`src/rtl/mbist_pkg.sv`:
```
// Shared types and the March C- element table for the memory BIST controller.
package mbist_pkg;

  typedef enum logic [1:0] {StIdle, StRun, StFlush, StDone} state_t;
  typedef enum logic {DirUp, DirDown} dir_t;
  typedef enum logic {OpRd, OpWr} op_kind_t;
  typedef enum logic {BgSolid, BgChecker} bg_t;

  // val = 0 means the background word, val = 1 its inverse.
  typedef struct packed {
    op_kind_t kind;
    logic     val;
  } march_op_t;

  typedef struct packed {
    dir_t            dir;
    logic [1:0]      nops;
    march_op_t [1:0] op;
  } march_elem_t;

  localparam int unsigned NUM_ELEMS = 6;

  localparam march_op_t R0 = '{kind: OpRd, val: 1'b0};
  localparam march_op_t R1 = '{kind: OpRd, val: 1'b1};
  localparam march_op_t W0 = '{kind: OpWr, val: 1'b0};
  localparam march_op_t W1 = '{kind: OpWr, val: 1'b1};

  function automatic march_elem_t mk_elem(dir_t dir, logic [1:0] nops, march_op_t op0,
                                          march_op_t op1);
    march_elem_t e;
    e.dir   = dir;
    e.nops  = nops;
    e.op[0] = op0;
    e.op[1] = op1;
    return e;
  endfunction

  localparam march_elem_t MARCH_C_MINUS [NUM_ELEMS] = '{
    mk_elem(DirUp,   2'd1, W0, W0),
    mk_elem(DirUp,   2'd2, R0, W1),
    mk_elem(DirUp,   2'd2, R1, W0),
    mk_elem(DirDown, 2'd2, R0, W1),
    mk_elem(DirDown, 2'd2, R1, W0),
    mk_elem(DirDown, 2'd1, R0, R0)
  };

endpackage

```
`src/rtl/mbist_addr_gen.sv`:
```
// Loadable up/down address counter; direction is captured on load and held for the element.
module mbist_addr_gen
  import mbist_pkg::*;
#(
  parameter int unsigned DEPTH = 16,
  localparam int unsigned ADDR_W = $clog2(DEPTH)
) (
  input  logic              clk,
  input  logic              rst,
  input  logic              load,
  input  dir_t              dir,
  input  logic              step,
  output logic [ADDR_W-1:0] addr,
  output logic              last
);

  localparam logic [ADDR_W-1:0] ADDR_MAX = ADDR_W'(DEPTH - 1);

  dir_t dir_q;

  always_ff @(posedge clk or posedge rst) begin
    if (rst) begin
      addr  <= '0;
      dir_q <= DirUp;
    end else if (load) begin
      dir_q <= dir;
      addr  <= (dir == DirDown) ? ADDR_MAX : '0;
    end else if (step) begin
      addr  <= (dir_q == DirDown) ? addr - ADDR_W'(1) : addr + ADDR_W'(1);
    end
  end

  assign last = (dir_q == DirDown) ? (addr == '0) : (addr == ADDR_MAX);

endmodule

```
`src/rtl/mbist_march_controller.sv`:
```
// March C- memory BIST sequencer: address/data generation, pipelined read compare,
// sticky pass/fail and first-fail capture. Keeps the legacy NbarT/ld handshake.
module mbist_march_controller
  import mbist_pkg::*;
#(
  parameter int unsigned DEPTH        = 16,
  parameter int unsigned DATA_W       = 8,
  parameter bit          STOP_ON_FAIL = 1'b0,
  localparam int unsigned ADDR_W      = $clog2(DEPTH)
) (
  input  logic              clk,
  input  logic              rst,
  input  logic              start,
  input  logic              abort,
  input  logic              bg_sel,
  output logic [ADDR_W-1:0] mem_addr,
  output logic [DATA_W-1:0] mem_wdata,
  output logic              mem_we,
  output logic              mem_re,
  input  logic [DATA_W-1:0] mem_rdata,
  output logic              NbarT,
  output logic              ld,
  output logic              busy,
  output logic              done,
  output logic              pass,
  output logic [ADDR_W-1:0] fail_addr,
  output logic [2:0]        fail_elem
);

  localparam logic [2:0] LAST_ELEM = 3'(NUM_ELEMS - 1);
  localparam logic [2*DATA_W-1:0] ALT = {DATA_W{2'b01}};
  localparam logic [DATA_W-1:0] CHECKER = ALT[DATA_W-1:0];

  state_t            state;
  logic [2:0]        elem;
  logic              op_idx;
  bg_t               bg_mode;
  logic              fail_flag;
  logic              cmp_valid;
  logic [DATA_W-1:0] cmp_exp;
  logic [ADDR_W-1:0] cmp_addr;
  logic [2:0]        cmp_elem;

  march_op_t         cur_op;
  logic [1:0]        cur_nops;
  dir_t              nxt_dir, ag_dir;
  logic [ADDR_W-1:0] addr;
  logic              addr_last, running, last_op, final_op;
  logic              ag_load, ag_step, mismatch, stop_hit;
  logic [DATA_W-1:0] bg_word, op_data;

  assign cur_op   = MARCH_C_MINUS[elem].op[op_idx];
  assign cur_nops = MARCH_C_MINUS[elem].nops;
  assign nxt_dir  = MARCH_C_MINUS[(elem == LAST_ELEM) ? 3'd0 : elem + 3'd1].dir;
  assign running  = (state == StRun);
  assign last_op  = ({1'b0, op_idx} == cur_nops - 2'd1);
  assign final_op = running && last_op && addr_last && (elem == LAST_ELEM);

  // Elements never wrap: the end of one element reloads the counter for the next.
  assign ag_load = ((state == StIdle) && start) || (running && last_op && addr_last && !final_op);
  assign ag_step = running && last_op && !addr_last;
  assign ag_dir  = (state == StIdle) ? MARCH_C_MINUS[0].dir : nxt_dir;

  mbist_addr_gen #(
    .DEPTH(DEPTH)
  ) u_addr_gen (
    .clk  (clk),
    .rst  (rst),
    .load (ag_load),
    .dir  (ag_dir),
    .step (ag_step),
    .addr (addr),
    .last (addr_last)
  );

  assign bg_word   = (bg_mode == BgChecker) ? (addr[0] ? ~CHECKER : CHECKER) : '0;
  assign op_data   = cur_op.val ? ~bg_word : bg_word;
  assign mem_addr  = addr;
  assign mem_wdata = op_data;
  assign mem_we    = running && (cur_op.kind == OpWr);
  assign mem_re    = running && (cur_op.kind == OpRd);

  // Read data of the previous cycle's read is checked against the registered expectation.
  assign mismatch = cmp_valid && ((state == StRun) || (state == StFlush)) &&
                    (mem_rdata != cmp_exp);
  assign stop_hit = STOP_ON_FAIL && mismatch;

  always_ff @(posedge clk or posedge rst) begin
    if (rst) begin
      state     <= StIdle;
      elem      <= 3'd0;
      op_idx    <= 1'b0;
      bg_mode   <= BgSolid;
      fail_flag <= 1'b0;
      fail_addr <= '0;
      fail_elem <= 3'd0;
      cmp_valid <= 1'b0;
      cmp_exp   <= '0;
      cmp_addr  <= '0;
      cmp_elem  <= 3'd0;
      pass      <= 1'b0;
      done      <= 1'b0;
      busy      <= 1'b0;
      NbarT     <= 1'b0;
      ld        <= 1'b1;
    end else begin
      done      <= 1'b0;
      cmp_valid <= mem_re;
      cmp_exp   <= op_data;
      cmp_addr  <= addr;
      cmp_elem  <= elem;
      if (mismatch && !fail_flag) begin
        fail_flag <= 1'b1;
        fail_addr <= cmp_addr;
        fail_elem <= cmp_elem;
      end
      case (state)
        StIdle: begin
          if (start) begin
            state     <= StRun;
            bg_mode   <= bg_t'(bg_sel);
            fail_flag <= 1'b0;
            fail_addr <= '0;
            fail_elem <= 3'd0;
            elem      <= 3'd0;
            op_idx    <= 1'b0;
            pass      <= 1'b0;
            busy      <= 1'b1;
            NbarT     <= 1'b1;
            ld        <= 1'b0;
          end
        end
        StRun: begin
          if (abort) begin
            state <= StIdle;
            pass  <= 1'b0;
            busy  <= 1'b0;
            NbarT <= 1'b0;
            ld    <= 1'b1;
          end else if (stop_hit) begin
            state <= StDone;
            pass  <= 1'b0;
            done  <= 1'b1;
            busy  <= 1'b0;
            NbarT <= 1'b0;
          end else if (last_op) begin
            op_idx <= 1'b0;
            if (addr_last) begin
              if (elem == LAST_ELEM) state <= StFlush;
              else                   elem  <= elem + 3'd1;
            end
          end else begin
            op_idx <= 1'b1;
          end
        end
        StFlush: begin
          busy  <= 1'b0;
          NbarT <= 1'b0;
          if (abort) begin
            state <= StIdle;
            pass  <= 1'b0;
            ld    <= 1'b1;
          end else begin
            state <= StDone;
            pass  <= !(fail_flag || mismatch);
            done  <= 1'b1;
          end
        end
        StDone: begin
          state <= StIdle;
          ld    <= 1'b1;
        end
        default: state <= StIdle;
      endcase
    end
  end

endmodule

```
`config.mk`:
```
export PLATFORM = sky130hd
export DESIGN_NAME = mbist_march_controller
export DESIGN_NICKNAME = d
export VERILOG_FILES = /design/src/rtl/mbist_pkg.sv /design/src/rtl/mbist_addr_gen.sv /design/src/rtl/mbist_march_controller.sv
export SDC_FILE = /design/constraint.sdc
export NUM_CORES = 1
export LEC_CHECK = 0
export CORE_MARGIN = 4
export CORE_UTILIZATION = 33
export CTS_CLUSTER_DIAMETER = 200
export DETAILED_ROUTE_END_ITERATION = 7
export GPL_TIMING_DRIVEN = 0
export SLEW_MARGIN = 20
export SYNTH_ARGS = -nofsm -noshare
export SYNTH_HDL_FRONTEND = slang
export SYNTH_SLANG_ARGS = --single-unit
```
`constraint.sdc`:
```
create_clock -name clk -period 2.5 [get_ports clk]
set_input_delay 0.375 -clock clk [delete_from_list [all_inputs] [get_ports clk]]
set_output_delay 0.375 -clock clk [all_outputs]
set_load 0.01 [all_outputs]
```
==> summary.txt <==
Outcome
  • Status: finished, final reports clean

Clock tree
  • Worst skew pair latency: 0.29 ns
  • CTS Hold Bufs: 0
  • CTS tree: done
  • CTS max path bufs: 2
  • Number of buffers created by CTS: 5
  • Sink Count: 34
  • Root buffer cell: clkbuf_8
  • CTS clk-pin slew, worst paths: 0.07 ns
  • Htree depth: 2

Yosys
  • Post-synthesis mux area share: 7.806%
  • Simple-Gate Fraction of Synth Area: 17.03%
  • Synth warn: 0
  • Number of synthesized register bits: 34
  • Biggest area consumer among synthesized cells: dfrtp_1
  • Cells after Synth: 176
  • Post-Syn Area per Cell: 10.56 um^2
  • Synth cell types: 51
  • Top cells by area, synth: dfrtp_1 44%, ha_1 7.4%, mux2i_1 6.5%
  • Syn Nets: 201
  • Ys flop type: dfrtp_1
  • Synth Cell Area: 1859 um^2
  • Post-Synth XOR/XNOR Area: 2.826%
  • Post-synthesis sequential area ratio: 45.83%
  • Post-synthesis compound-gate area fraction: 11.51%
  • Post-synth EDFFs: 0
  • Synth Area in Adders: 8.479%
  • Largest family of logic cells by synthesized area: simple AND/OR/NAND/NOR gates
  • Fraction of registers with async set or reset after synthesis: 100.0%
  • Synth top area share: 44.41%

Timing
  • Final period utilization: 96.47%
  • Final hold vios: 0
  • Min Tclk post-route: 2.412 ns
  • Slew HR: 48.91%
  • Hold Slack: 0.3937 ns
  • Slew Limit Fails: 0
  • Clock skew: 0.008782 ns
  • Final worst slack: 0.08834 ns
  • Worst slew pin tran: 0.7650 ns
  • Fmax achieved: 414.7 MHz
  • RSZ-0062 raised after global routing: no
  • Final setup violation count: 0

GRT
  • Antenna violations before repair: 0
  • First-pass GRT wire length: 7.003 mm
  • Gr ovfl total: 0
  • Global Route Usage Sum: 12.52%
  • Number of global-route vias before repair: 1420
  • Largest net degree at the start of global routing: 35

Finish
  • Nets: 251
  • Design Area, Final: 2491 um^2
  • Area occupied by multi-input gates: 928.4 um^2
  • Register area: 853.3 um^2
  • Post-layout util: 45.52%
  • Antenna diode count: 0
  • Area growth syn-to-layout: 33.98%
  • Fillers: 536
  • Layout cell share with drive strength beyond 1: 20.70%

Pwr
  • Power density over the cells: 1107 nW/um^2
  • Post-layout power: 2.759 mW
  • Psw: 1.038 mW
  • Int Pwr: 1.721 mW
  • Power share of the sequential group: 31.5%
  • Power share of the clock group: 15.4%
  • Logic pwr share: 53.2%
  • Switching share of power: 37.62%
  • LEAKAGE: 1.147 nW
  • Peak VDD IR: 0.0004024 V

Floorplan
  • Core area: 5473 um^2
  • Die height: 83.06 um
  • Starting Density: 33.97%
  • Die ar.: 6899 um^2
  • Std cell rows: 27
  • IO Pins: 39
  • Die X: 83.06 um

Drt
  • Routed Wire Length: 3.912 mm
  • Drt drc: 0
  • Post-DRT Antenna Nets: 0
  • WL per Instance: 13.08 um
  • Vias: 1393
  • Initial DRC Count: 49
  • Pre-Repair DR Iteration Count: 4
  • Via density: 4.659

Placement
  • Dpl cell area: 2330 um^2
  • Detailed-placement wirelength estimate: 2.862 mm
  • Port Buffers: 38
  • GP Congestion: 0.7610
  • Worst slack at placement: -0.1680 ns

Worst setup path
  • Crit end category: primary output
  • Top Family by Delay on Critical Path: buffers and inverters
  • Worst EP arrival: 2.04 ns
  • R2r setup slk: 0.27 ns
  • CP bufs+invs: 3
  • Setup CP Type: flop to primary output
  • Worst stage delay on the critical path: 0.43 ns
  • Setup crit start kind: flop
  • Critical path's slowest cell: dfrtp_2
  • Worst EP required: 2.12 ns
  • Crit-path max FO: 5
  • Worst path cell trace: inv_4, ha_2, nor2_1, or3_4, o31ai_4, xnor2_2, buf_4, dlygate4sd2_1

Job
  • Max_cap viols: 0

Worst hold path
  • Hold Path Class: flop to flop
## routing by layer
layer	routed length, um	track usage, %	vias to the layer above
li1	-	-	695
met3	192	3.175	7
met1	1740	15.11	659
met4	75	6.241	0
met5	0	0	-
met2	1904	20.63	32
## placed cells by master (no fill, tap or decap), types with 4 or more instances in the layout
master,count
o21ai_0,5
ha_1,9
dlygate4sd2_1,5
nor2b_1,4
dfrtp_1,32
inv_1,11
nand2_1,16
mux2i_1,12
buf_4,15
nor2_1,17
a21oi_1,4
clkbuf_8,6
clkdlybuf4s50_1,30
## metrics by stage
stage	TNS [ns]	std cells
after floorplan	0	176
after global placement	-0.7460	286
after detailed placement	-1.010	286
after CTS	0	298
after global routing	0	299
final	0	299
## registers in the layout, indices dropped and copies added (netlist names)
signal / cells
u_addr_gen.addr: 4
fail_elem: 3
elem: 3
u_addr_gen.dir_q: 1
fail_addr: 4
ld: 1
fail_flag: 1
cmp_elem: 3
bg_mode: 1
cmp_valid: 1
op_idx: 1
cmp_addr: 4
cmp_exp: 2
state: 2
pass: 1
done: 1
busy: 1
## area by class of cell
cell class                      instances  area share, %
Multi-Input combinational cell        119          37.27
Sequential cell                        34          34.25
Timing Repair Buffer                   43          16.22
Tap cell                               72          3.616
Clock buffer                            7          3.466
Buffer                                 10          2.913
Inverter                               13          2.059
Clock inverter                          1         0.2009
## power by group through the flow
stage / clock [mW] / sequential [mW] / combinational, mW
2_1_floorplan: 0 / 0.883 / 0.863
3_3_place_gp: 0 / 0.879 / 1.40
3_5_place_dp: 0 / 0.887 / 1.41
4_1_cts: 0.443 / 0.866 / 1.46
5_1_grt: 0.460 / 0.893 / 1.63
6_report: 0.424 / 0.868 / 1.47
## cell usage after synthesis, types with 2 or more instances
| library cell | count |
|---|---|
| mux2i_1 | 12 |
| nand4_1 | 2 |
| nor3_1 | 2 |
| xnor2_1 | 4 |
| nand2_1 | 16 |
| and2_1 | 2 |
| a21oi_1 | 5 |
| buf_4 | 7 |
| ha_1 | 11 |
| xor2_1 | 2 |
| or4_1 | 2 |
| dfrtp_1 | 33 |
| nand2b_1 | 2 |
| nor2_1 | 17 |
| nor2b_1 | 4 |
| or3_1 | 3 |
| nor4b_1 | 2 |
| inv_1 | 13 |
| o21ai_0 | 5 |
## cells by family (layout without fill, tap and decap cells)
family	after synthesis	count (layout)
AO/OA/AOI/OAI	27	27
XOR/XNOR	6	6
adder cells (fa/ha/maj)	12	12
buffers and inverters	23	74
flip-flops	34	34
multiplexers	14	14
AND/OR/NAND/NOR	60	60
## worst paths after layout
| kind | endpoint | start | cells after the start |
|---|---|---|---|
| setup / recovery | mem_wdata[6] | elem[0]$_DFFE_PP0P_ | 8 |
| hold / removal | cmp_elem[2]$_DFF_PP0_ | elem[2]$_DFFE_PP0P_ | 0 |
| setup reg to reg | state[1]$_DFFE_PP0P_ | elem[1]$_DFFE_PP0P_ | 7 |
| hold reg to reg | cmp_elem[2]$_DFF_PP0_ | elem[2]$_DFFE_PP0P_ | 0 |
| max in group asynchronous | elem[0]$_DFFE_PP0P_ | rst | 2 |
| min in group asynchronous | fail_flag$_DFF_PP0_ | rst | 2 |
## what timing repair did
action                     4_1_cts  5_1_grt
setup buffers                    4        1
setup endpoints to repair        8        6
gates resized for setup         16        7
hold endpoints to repair         0        0
pin swaps                        2        1
(Power assumes the default switching activity.)
